`src/rtl/fetch_stage.sv`:
```
// -----------------------------------------------------------------------------
// fetch_stage -- instruction fetch front end.
//
// Holds the fetch PC, issues word-aligned requests to instruction memory over
// a valid/ready channel, and buffers returned words together with their PCs in
// a DEPTH-entry FIFO that is presented to decode over valid/ready. A redirect
// from execute empties the FIFO, restarts fetch at the aligned target and
// discards every response still in flight.
//
// Credit rule: requests are only issued while outstanding + fifo_count < DEPTH,
// so every response that is kept has a free FIFO slot.
//
// Optional feature (macro FETCH_MISALIGN_CHECK_EN):
//   defined   -- a redirect with redirect_pc[1:0] != 0 places one fault entry
//                {redirect_pc, 32'h0000_0013, misaligned=1} in the FIFO and
//                fetch halts until the next redirect or reset.
//   undefined -- the low target bits are masked off and if_misaligned is 0.
//
// Parameters:
//   RESET_PC  first fetch address after reset
//   DEPTH     FIFO entries and maximum in-flight requests (power of two, >= 2)
//
// Ports:
//   clk, reset                        clock, synchronous active-high reset
//   imem_req_valid/ready/addr         request channel to instruction memory
//   imem_resp_valid/data              in-order responses, no backpressure
//   redirect_valid/pc                 branch/jump redirect from execute
//   if_valid/ready, if_pc, if_instr   instruction handshake to decode
//   if_misaligned                     presented entry is a misaligned fault
// -----------------------------------------------------------------------------
module fetch_stage #(
  parameter logic [31:0] RESET_PC = 32'h0000_0000,
  parameter int          DEPTH    = 4
) (
  input  logic        clk,
  input  logic        reset,
  output logic        imem_req_valid,
  input  logic        imem_req_ready,
  output logic [31:0] imem_req_addr,
  input  logic        imem_resp_valid,
  input  logic [31:0] imem_resp_data,
  input  logic        redirect_valid,
  input  logic [31:0] redirect_pc,
  output logic        if_valid,
  input  logic        if_ready,
  output logic [31:0] if_pc,
  output logic [31:0] if_instr,
  output logic        if_misaligned
);

  localparam int          AW      = $clog2(DEPTH);
  localparam int          CW      = AW + 1;
  localparam logic [CW:0] DEPTH_W = (CW + 1)'(DEPTH);
  localparam logic [31:0] NOP     = 32'h0000_0013;

  logic [31:0]   fetch_pc;
  logic [31:0]   live_pc;           // PC of the oldest request whose data will be kept
  logic [AW-1:0] rd_ptr;
  logic [AW-1:0] wr_ptr;
  logic [CW-1:0] fifo_count;
  logic [CW-1:0] outstanding;
  logic [CW-1:0] drop_count;
  logic [CW-1:0] outstanding_next;
  logic [31:0]   pc_mem    [DEPTH];
  logic [31:0]   instr_mem [DEPTH];

  logic          halted;
  logic          fault_redirect;
  logic [CW:0]   credit_used;
  logic          issue;
  logic          req_fire;
  logic          resp_fire;
  logic          push;
  logic          pop;

  logic          wr_en;
  logic [AW-1:0] wr_idx;
  logic [31:0]   wr_pc;
  logic [31:0]   wr_instr;

  // Request side.
  assign credit_used    = {1'b0, outstanding} + {1'b0, fifo_count};
  assign issue          = !reset && !halted && !redirect_valid && (credit_used < DEPTH_W);
  assign imem_req_valid = issue;
  assign imem_req_addr  = fetch_pc;
  assign req_fire       = issue && imem_req_ready;

  // A response with nothing outstanding belongs to a stream killed by reset.
  assign resp_fire = imem_resp_valid && (outstanding != '0);

  // Responses in a redirect cycle are discarded along with the FIFO contents.
  assign push = resp_fire && (drop_count == '0) && !redirect_valid;
  assign pop  = if_valid && if_ready;

  assign outstanding_next = outstanding + CW'(req_fire) - CW'(resp_fire);

  // Decode side; outputs read zero whenever nothing is presented.
  assign if_valid = (fifo_count != '0);
  assign if_pc    = if_valid ? pc_mem[rd_ptr]    : '0;
  assign if_instr = if_valid ? instr_mem[rd_ptr] : '0;

`ifdef FETCH_MISALIGN_CHECK_EN
  assign fault_redirect = redirect_valid && (redirect_pc[1:0] != 2'b00);

  always_ff @(posedge clk) begin
    if (reset)               halted <= 1'b0;
    else if (redirect_valid) halted <= fault_redirect;
  end

  // While halted nothing is fetched and every older response is dropped, so
  // the only entry that can be in the FIFO is the fault entry itself.
  assign if_misaligned = if_valid && halted;
`else
  assign fault_redirect = 1'b0;
  assign halted         = 1'b0;
  assign if_misaligned  = 1'b0;
`endif

  // Single FIFO write port: a live response, or the fault entry at slot 0.
  // NOTE: every always_comb output gets a default first so no latch is inferred.
  always_comb begin
    wr_en    = push;
    wr_idx   = wr_ptr;
    wr_pc    = live_pc;
    wr_instr = imem_resp_data;
    if (fault_redirect) begin
      wr_en    = 1'b1;
      wr_idx   = '0;
      wr_pc    = redirect_pc;
      wr_instr = NOP;
    end
  end

  // NOTE: FIFO storage is not reset; if_valid gates the outputs, so stale
  // contents are never visible and the arrays stay plain RAM.
  always_ff @(posedge clk) begin
    if (wr_en) begin
      pc_mem[wr_idx]    <= wr_pc;
      instr_mem[wr_idx] <= wr_instr;
    end
  end

  // NOTE: sequential state uses non-blocking assignments only, so every
  // register samples the pre-edge values of the others.
  always_ff @(posedge clk) begin
    if (reset) begin
      fetch_pc    <= RESET_PC;
      live_pc     <= RESET_PC;
      rd_ptr      <= '0;
      wr_ptr      <= '0;
      fifo_count  <= '0;
      outstanding <= '0;
      drop_count  <= '0;
    end else begin
      outstanding <= outstanding_next;
      if (redirect_valid) begin
        fetch_pc   <= {redirect_pc[31:2], 2'b00};
        live_pc    <= {redirect_pc[31:2], 2'b00};
        // Everything still in flight, old drops included, belongs to dead streams.
        drop_count <= outstanding_next;
        rd_ptr     <= '0;
        wr_ptr     <= fault_redirect ? AW'(1) : '0;
        fifo_count <= fault_redirect ? CW'(1) : '0;
      end else begin
        if (req_fire) fetch_pc <= fetch_pc + 32'd4;
        if (resp_fire && (drop_count != '0)) drop_count <= drop_count - CW'(1);
        if (push) begin
          live_pc <= live_pc + 32'd4;
          wr_ptr  <= wr_ptr + AW'(1);
        end
        if (pop) rd_ptr <= rd_ptr + AW'(1);
        fifo_count <= fifo_count + CW'(push) - CW'(pop);
      end
    end
  end

endmodule

```
`config.mk`:
```
export PLATFORM = sky130hd
export DESIGN_NAME = fetch_stage
export DESIGN_NICKNAME = d
export VERILOG_FILES = /design/src/rtl/fetch_stage.sv
export SDC_FILE = /design/constraint.sdc
export NUM_CORES = 1
export LEC_CHECK = 0
export CAP_MARGIN = 25
export CORE_MARGIN = 3
export CORE_UTILIZATION = 60
export DETAILED_ROUTE_END_ITERATION = 10
export GPL_TIMING_DRIVEN = 0
export PLACE_DENSITY = 0.84
export SYNTH_ARGS = -nofsm -noshare
export SYNTH_HDL_FRONTEND = slang
export SYNTH_SLANG_ARGS = --single-unit
```
`constraint.sdc`:
```
create_clock -name clk -period 9.15 [get_ports clk]
set_clock_uncertainty 0.05 [all_clocks]
set_input_delay 1.83 -clock clk [delete_from_list [all_inputs] [get_ports clk]]
set_output_delay 1.83 -clock clk [all_outputs]
set_load 0.05 [all_outputs]
```
Word level (Yosys, flattened, before mapping):

Memory sizes are Yosys's and may differ from the RTL's. A register that Yosys moved wholly into a read port is not among the register bits.
Cells that the tools add are included.

* memories kept: 2
* memory bits (writable): 256
* output and inout bits: 99
* register bits after elaboration: 77
* word-level logic and storage cells: 54

Memory list
* instr_mem: depth 4, width 32, read ports 1, clocked after memory_dff 1, write ports 1, line 65 `logic [31:0] instr_mem [DEPTH];`
* pc_mem: depth 4, width 32, read ports 1, clocked after memory_dff 1, write ports 1, line 64 `logic [31:0] pc_mem [DEPTH];`

* $lt $le $gt $ge: 1
* muxes and demuxes: 14
* $add $sub $neg: 10
* reductions and logical operators: 18

Operators by type and width (number)
* $mux 32: 6
* $add 32x3->32 const B: 2
* $reduce_bool 3->1: 3
* $logic_and 1x1->1: 8
* $mux 2: 4
* $add 3x1->3: 2
* $mux 3: 2
* $reduce_bool 2->1: 3
* $sub 3x1->3: 2
* $add 2x1->2 const B: 2
* $add 3x3->4: 1
* $lt 4x3->1 const B: 1
* $logic_not 3->1: 1
* $sub 3x1->3 const B: 1
* $logic_not 1->1: 2
* $mux 1: 2
* $reduce_or 2->1: 1

Longest topological paths before layout:

Gate-level depths: netlist (run 1).

* word-level depth: 7
* gate-level depth with buffers: 13

Worst setup path after synthesis (run 1):

Ideal clock, no wire load.

* kind: input -> output
* from: in reset
* to: out imem_req_valid
* required time: 7.270 ns
* data arrival time: 2.584 ns
* path slack: 4.686 ns
* buffers on the path: 1
* cell stages on the path: 3
* path through: buf_2 > nor2_1 > and3_1

* word-level cells in the longest chain between the ends: 3

RTL lines
* from (decl): line 36 `input logic reset,`
* $logic_not 1->1: line 83 `assign issue = !reset && !halted && !redirect_valid && (credit_used < DEPTH_W);`
* $logic_and 1x1->1 (2 in a row): line 83
* to (decl): line 37 `output logic imem_req_valid,`

Every way passes these cells.

Final worst setup path (run 1):

* from: in redirect_valid
* to: out imem_req_valid

* word-level cells in the longest chain between the ends: 3

RTL lines
* from (decl): line 42 `input logic redirect_valid,`
* $logic_not 1->1: line 83
* $logic_and 1x1->1 (2 in a row): line 83

Every way passes these cells.

==> summary.md, run 1 <==
| Metric | Value |
|---|---|
| Slew @ Worst Pin | ~0.71 ns |
| CTS tree | yes |
| GP Congestion | 0.861 |
| Vias post-DR | about 8,100 |
| Vias per inst | a little under 6 |
| Number of synthesized flops with an enable pin | 248 |
| Grt ovf | 0 |
| Yosys cell types | 61 |
| Port-buffer cells | 160 |
| Launch point of the worst reg-to-reg path | outstanding[2]$_SDFF_PP0_ |
| Setup TNS | 0 ns |
| Area of the die | 24,300 µm² |
| Worst r2r path cells | 13 |
| CP Buf/Inv Count | 2 |
| Min-Delay Path Class | flop to flop |
| Antenna Nets Post-Route | 0 |
| N_diodes | 0 |
| Final Cycle Share | 0.589 |
| Iter 0 DRT Violations | 647 |
| Initial antenna violation count | 0 |
| Setup repair after global routing missed its margin | no |
| Relative slew margins | 0.523 |
| Cell with the most instances after synthesis | edfxtp_1 |
| CTS sink count | roughly 320 |
| Hold_buf cts | 0 |
| Worst Setup End Kind | primary output |
| Flop-to-flop setup slack | roughly 6 ns |
| Number of global-route vias before repair | 8,277 |
| Startpoint types | input pin |
| DR DRC count | 0 |
| Share of layout cells above drive strength 1 | 0.131 |
| Worst Path Class, Setup | input pin to primary output |
| Post-synth top cells | 248 x edfxtp_1, 75 x dfxtp_1, 70 x and2_1 |
| Area of the multi-input gates | 4200 µm² |
| Fin. max-slew vios | 0 |
| CP Cell Sequence | clkdlybuf4s50_1, nor2_1, and3_1, clkdlybuf4s50_1 |
| Highest Clock Rate | roughly 190 MHz |
| DP Area | 15,600 µm² |
| Register area | 8950 µm² |
| Power per standard cell area | about 210 nW/µm² |
| Worst Path Arrival | 3.51 ns |
| Async set-or-reset flop fraction in the synthesized netlist | 0 |
| Clk buf depth | 3 |
| Worst VDD drop | about 0.00012 V |
| Initial core utilization | 0.614 |
| Slowest CP cell | clkdlybuf4s50_1 |
| Required @ worst endpoint | 7.27 ns |
| Pin count of the biggest net entering global routing | between 60 and 70 |
| Dominant cell type by area after synthesis | edfxtp_1 |
| LEAKAGE | 5.48 nW |
| H-tree levels | 1 |
| DRT Wirelength | 28.7 mm |
| Seq/Total Area, Yosys | 0.663 |
| HPWL after DPL | 18.7 mm |
| CP max FO | 4 |
| Crit path largest cell delay | roughly 0.8 ns |
| Post-CTS sizing | 0 |
| Syn avg cell area | approximately 15 µm² |
| Max Cap Violations | 0 |
| Core area | 22,000 µm² |
| Setup violators final | 0 |
| GRT Util Overall | 0.238 |
| Crit path time final | about 5.4 ns |
| Yosys reg bits | 323 |
| Status | finished, final reports clean |
| FILL cells | 1,277 |
| First-pass DRT Iterations | 5 |
| Clock Tree Root | clkbuf_16 |
| CTS buffer count | 31 |
| # IOs | 169 |
| # nets final | 1,161 |
| Cell family with most CP delay | buffers and inverters |
| Die width | 156 µm |
| Drt wl/cell | approximately 21 µm |
| First-pass GRT wire length | roughly 45 mm |
| Hold path depth | 0 |
| Synth warn | 0 |
| Hold EP | pc_mem[0][30]$_DFFE_PP_ |
| Most frequent CP cell | clkdlybuf4s50_1 |
| Dominant synthesized flop cell | edfxtp_1 |
| Worst Min Path Start | live_pc[30]$_SDFFE_PP0P_ |
| Worst reg2reg path endpoint | drop_count[2]$_SDFFE_PP0P_ |
| Final Hold Viols | 0 |
| Final Instance Area | 16,500 µm² |
| Die Height | 156 µm |
| Area of the mapped netlist | between 10,000 and 15,000 µm² |
| Area contributors post-synth | edfxtp_1 55%, dfxtp_1 11%, mux4_2 10% |
| Worst-Skew Late Latency | 0.55 ns |
| Clock transition at the registers of the reported paths | 0.06 ns |
| FP Rows | 54 |
| Yosys top cell area share | 0.552 |
| Post-CTS setup buffer count | 0 |
| Syn Inst Count | 874 |
| Area growth syn-to-layout | 22.2% |
[kinds of logic after synthesis]
group | count (synthesis) | synth area share
adders and majority gates | 16 | 0.0159
DFF | 323 | 0.663
buffers and inverters | 90 | 0.0275
AOI/OAI and AO/OA | 99 | 0.0499
xor gates and xnor gates | 60 | 0.0389
other | 1 | 0.000278
and+or+nand+nor | 220 | 0.0984
muxes | 65 | 0.106
[flip-flops by register name, indices dropped and copies added, names as in the netlist, named ones only]
register and flops:
pc_mem 120, fifo_count 3, imem_req_addr 30, drop_count 3, outstanding 3, rd_ptr 2, wr_idx 2, instr_mem 128
live_pc 30
[placed cells by master (no fill, tap or decap), types with 13 or more instances in the layout]
cell type,count
nand3_1,20
xnor2_1,23
clkbuf_16,31
mux4_2,62
ha_1,14
nor3_1,13
nand2_1,29
a21oi_1,30
and2_1,66
clkbuf_1,35
edfxtp_1,248
a21boi_0,38
nand4_1,25
xor2_1,37
clkdlybuf4s50_1,160
nor2_1,23
dfxtp_1,75
inv_1,40
[report_power, final]
part	internal [mW]	total (mW)	switching (mW)
clock	0.647	1.16	0.516
combinational	0.241	0.615	0.375
sequential	1.66	1.72	0.0565
[metrics by stage]
stage               total power [mW]  std cells  hold slack [ns]   util  setup WS [ns]
global placement                2.34       1318            0.464  0.704           3.03
CTS                             3.52       1377            0.490  0.751           3.77
global route                    3.63       1377            0.500  0.751           3.68
floorplan                       2.14        878            0.430      -           4.69
finish                          3.50       1377            0.489  0.751           3.76
detailed placement              2.36       1322            0.469  0.709           3.77
[final cells by class]
cell class | instances | share of cell area
well taps | 280 | 0.0212
inverters | 41 | 0.00933
clock inverters | 19 | 0.00782
multi-input cells | 465 | 0.255
plain buffers | 49 | 0.0132
clock buffers | 36 | 0.0482
repair buffers | 164 | 0.103
flip-flops and latches | 323 | 0.543
[worst max path at each step]
stage	startpoint	to	slack, ns	cells past startpoint
4_1_cts	redirect_valid	imem_req_valid	3.77	4
3_5_place_dp	redirect_valid	imem_req_valid	3.77	4
3_3_place_gp	redirect_valid	instr_mem[0][6]$_DFFE_PP_	3.03	4
6_report	redirect_valid	imem_req_valid	3.76	4
5_1_grt	redirect_valid	imem_req_valid	3.68	4
2_1_floorplan	reset	imem_req_valid	4.69	3
[metal layers]
metal / GRT usage / wire [µm] / vias up
li1: - / - / 3698
met1: 0.328 / 11900 / 3952
met2: 0.397 / 14200 / 358
met3: 0.0397 / 2080 / 46
met4: 0.0669 / 603 / 0
met5: 0 / 0 / -
(Power assumes the default switching activity.)
==> run 2, diff against run 1 <==
CORE_UTILIZATION = 50   (was 60)
PLACE_DENSITY = 0.75   (was 0.84)
clock period = 4.8 ns   (was 9.15 ns; I/O delays follow)
==> run 2 against run 1 <==
Compared with the run above:
- global-route usage shrank 4.1 points
- clock power grew 130%
- first-iteration DRC count shrank 22%
- combinational power grew 89%
- sequential share of layout area shrank 0.93 points
- utilization shrank 11 points
- flip-flop and latch count is the same
- die area grew 19%
- clock-buffer cell count grew 10
- hold slack gained 0.0067 ns
- non-clock buffer count is the same
- routed wire length shrank 1.3%
- largest power group unchanged
- highest routed layer unchanged
==> summary.md, run 2 (synthesized netlist as in run 1, its figures left out) <==
| Metric | Value |
|---|---|
| Status | finished, final reports clean |
| FP Rows | 59 (+9.3%) |
| Post-CTS sizing | 0 (unchanged) |
| HPWL after DPL | 19.3 mm (+2.9%) |
| Net switching power | 1.84 mW (+94%) |
| P_int | 5.26 mW (+110%) |
| H-tree levels | 2 (+1) |
| Top reg by flops | instr_mem |
| Grt ovf | 0 (unchanged) |
| Die Height | 170 µm (+9.2%) |
| Area of the die | 29,000 µm² (+19%) |
| Final Instance Area | 16,800 µm² (+1.7%) |
| Setup violators final | 0 (unchanged) |
| Startpoint types | flop |
| Initial antenna violation count | 0 (unchanged) |
| Final Cycle Share | 0.881 |
| Initial core utilization | 0.513 (-0.101) |
| Clock power share | 0.375 (+0.043) |
| Setup repair after global routing missed its margin | no |
| Relative slew margins | 0.490 (-0.0325) |
| Antenna Nets Post-Route | 0 (unchanged) |
| Worst Setup End Kind | primary output |
| Util after Layout | 0.638 (-0.113) |
| GRT Util Overall | 0.197 (-0.0411) |
| Vias per inst | 5.51 (-5.8%) |
| # IOs | 169 (unchanged) |
| Pin count of the biggest net entering global routing | 44 (-29%) |
| N_diodes | 0 (unchanged) |
| Largest register FFs | 128 (unchanged) |
| Min-Delay Path Class | flop to flop |
| Max Cap Violations | 0 (unchanged) |
| Share of layout cells above drive strength 1 | 0.136 (+0.00448) |
| Highest Clock Rate | between 200 and 250 MHz |
| Worst Path Arrival | 3.22 ns (-0.29 ns) |
| Port-buffer cells | 160 (unchanged) |
| Vias post-DR | 7,935 (-1.5%) |
| Worst-Skew Late Latency | 0.50 ns (-0.05 ns) |
| Area growth syn-to-layout | 24.3% |
| CP max FO | 10 (+6) |
| Post-CTS setup buffer count | 0 (unchanged) |
| CTS buffer count | 35 (+13%) |
| Die width | 170 µm (+9.2%) |
| Worst VDD drop | 0.000267 V (+120%) |
| Core area | 26,300 µm² (+20%) |
| Hold_buf cts | 0 (unchanged) |
| Fin cells | 1,440 (+4.6%) |
| Fin. max-slew vios | 0 (unchanged) |
| Most common cell after layout, fill and taps aside | edfxtp_1 |
| Clock transition at the registers of the reported paths | 0.06 ns (about the same) |
| DR DRC count | 0 (unchanged) |
| Slew @ Worst Pin | 0.754 ns (+0.0481 ns) |
| Worst Path Class, Setup | flop to primary output |
| Iter 0 DRT Violations | 505 (-22%) |
| CTS sink count | 323 (unchanged) |
| GP Congestion | 0.830 (-3.6%) |
| LEAKAGE | 5.60 nW (+2.1%) |
| Final Hold Viols | 0 (unchanged) |
| Combinational share of power | 0.164 (-0.012) |
| Crit path time final | about 4.2 ns |
| Largest regs | instr_mem (128), pc_mem (120) |
| Net Sw Frac | 0.259 (-0.0122) |
| Most frequent cells in the layout | 248 x edfxtp_1, 160 x clkdlybuf4s50_1, 75 x dfxtp_1 |
| Post-placement cell count | 1,377 (+4.2%) |
| DRT Wirelength | 28.4 mm (-1.3%) |
| PnR Total Power | 7.10 mW (+100%) |
| Required @ worst endpoint | 3.79 ns (-3.48 ns) |
| CTS tree | yes |
| # nets final | 1,165 (+0.34%) |
| Clock Tree Root | clkbuf_16 |
| Post-Place Setup Slack | 0.925 ns (-2.84 ns) |
| Power per standard cell area | 423 nW/µm² (+99%) |
| Setup WS post-layout | 0.570 ns (-3.19 ns) |
| Drt wl/cell | 19.7 µm (-5.6%) |
| First-pass GRT wire length | 44.7 mm (-0.92%) |
| Reg power frac | 0.462 (-0.030) |
| Number of global-route vias before repair | 8,232 (-0.54%) |
| DP Area | 15,600 µm² (+0.39%) |
| Clk buf depth | 3 (unchanged) |
| First-pass DRT Iterations | 5 (unchanged) |
run 2: cell types whose count changed in the layout (fill, tap and decap cells not counted):
| cell | previous run | this run |
|---|---|---|
| clkbuf_16 | 31 | 37 |
| bufinv_16 | 1 | 4 |
| clkbuf_1 | 35 | 38 |
| clkinvlp_4 | 3 | 0 |
| buf_12 | 2 | 3 |
| buf_16 | 2 | 1 |
| clkbuf_8 | 0 | 1 |
| clkinv_1 | 8 | 7 |
| clkinv_2 | 6 | 5 |
| clkinv_4 | 0 | 1 |
| clkinv_8 | 1 | 0 |
run 2: layout make-up:
class / count / area, µm²
fillers: 1920 / 9500
flip-flops and latches: 323 / 8950
multi-input cells: 465 / 4200
repair buffers: 164 / 1690
clock buffers: 46 / 970
well taps: 335 / 419
plain buffers: 49 / 218
clock inverters: 17 / 180
inverters: 41 / 154
run 2: worst paths after layout:
path              depth (start not counted)  slack (ns)                          to                      start
setup / recovery                          5        0.57                   if_pc[19]                       flop
hold / removal                            2        0.50    fifo_count[2]$_SDFF_PP0_   fifo_count[2]$_SDFF_PP0_
setup reg to reg                         13        1.69  drop_count[2]$_SDFFE_PP0P_  outstanding[2]$_SDFF_PP0_
hold reg to reg                           2        0.50    fifo_count[2]$_SDFF_PP0_   fifo_count[2]$_SDFF_PP0_
run 2: power groups by stage:
stage                     clock network (mW)  logic [mW]  registers (mW)
after floorplan                            0       0.720            3.37
after global placement                     0        1.15            3.33
after detailed placement                   0        1.17            3.33
after CTS                               2.72        1.17            3.28
after global routing                    2.84        1.25            3.29
final                                   2.66        1.16            3.28
run 2: stage by stage:
step           setup TNS [ns]  hold slack, ns
2_1_floorplan               0           0.430
3_3_place_gp          -121.47           0.471
3_5_place_dp                0           0.490
4_1_cts                     0           0.497
5_1_grt                     0           0.513
6_report                    0           0.496
run 2: worst max-delay path: stages (launching register included):
cell and delay (ns):
dfxtp_1 0.31, clkbuf_1 0.48, buf_2 0.45, mux4_2 0.56
and2_1 0.17, clkdlybuf4s50_1 0.75
run 2: per-layer routing:
metal	vias to the layer above	track usage	routed length, µm
met5	-	0	0
met4	0	0.0504	547
met3	35	0.0365	1690
met2	280	0.329	14000
met1	3906	0.269	12200
li1	3714	-	-
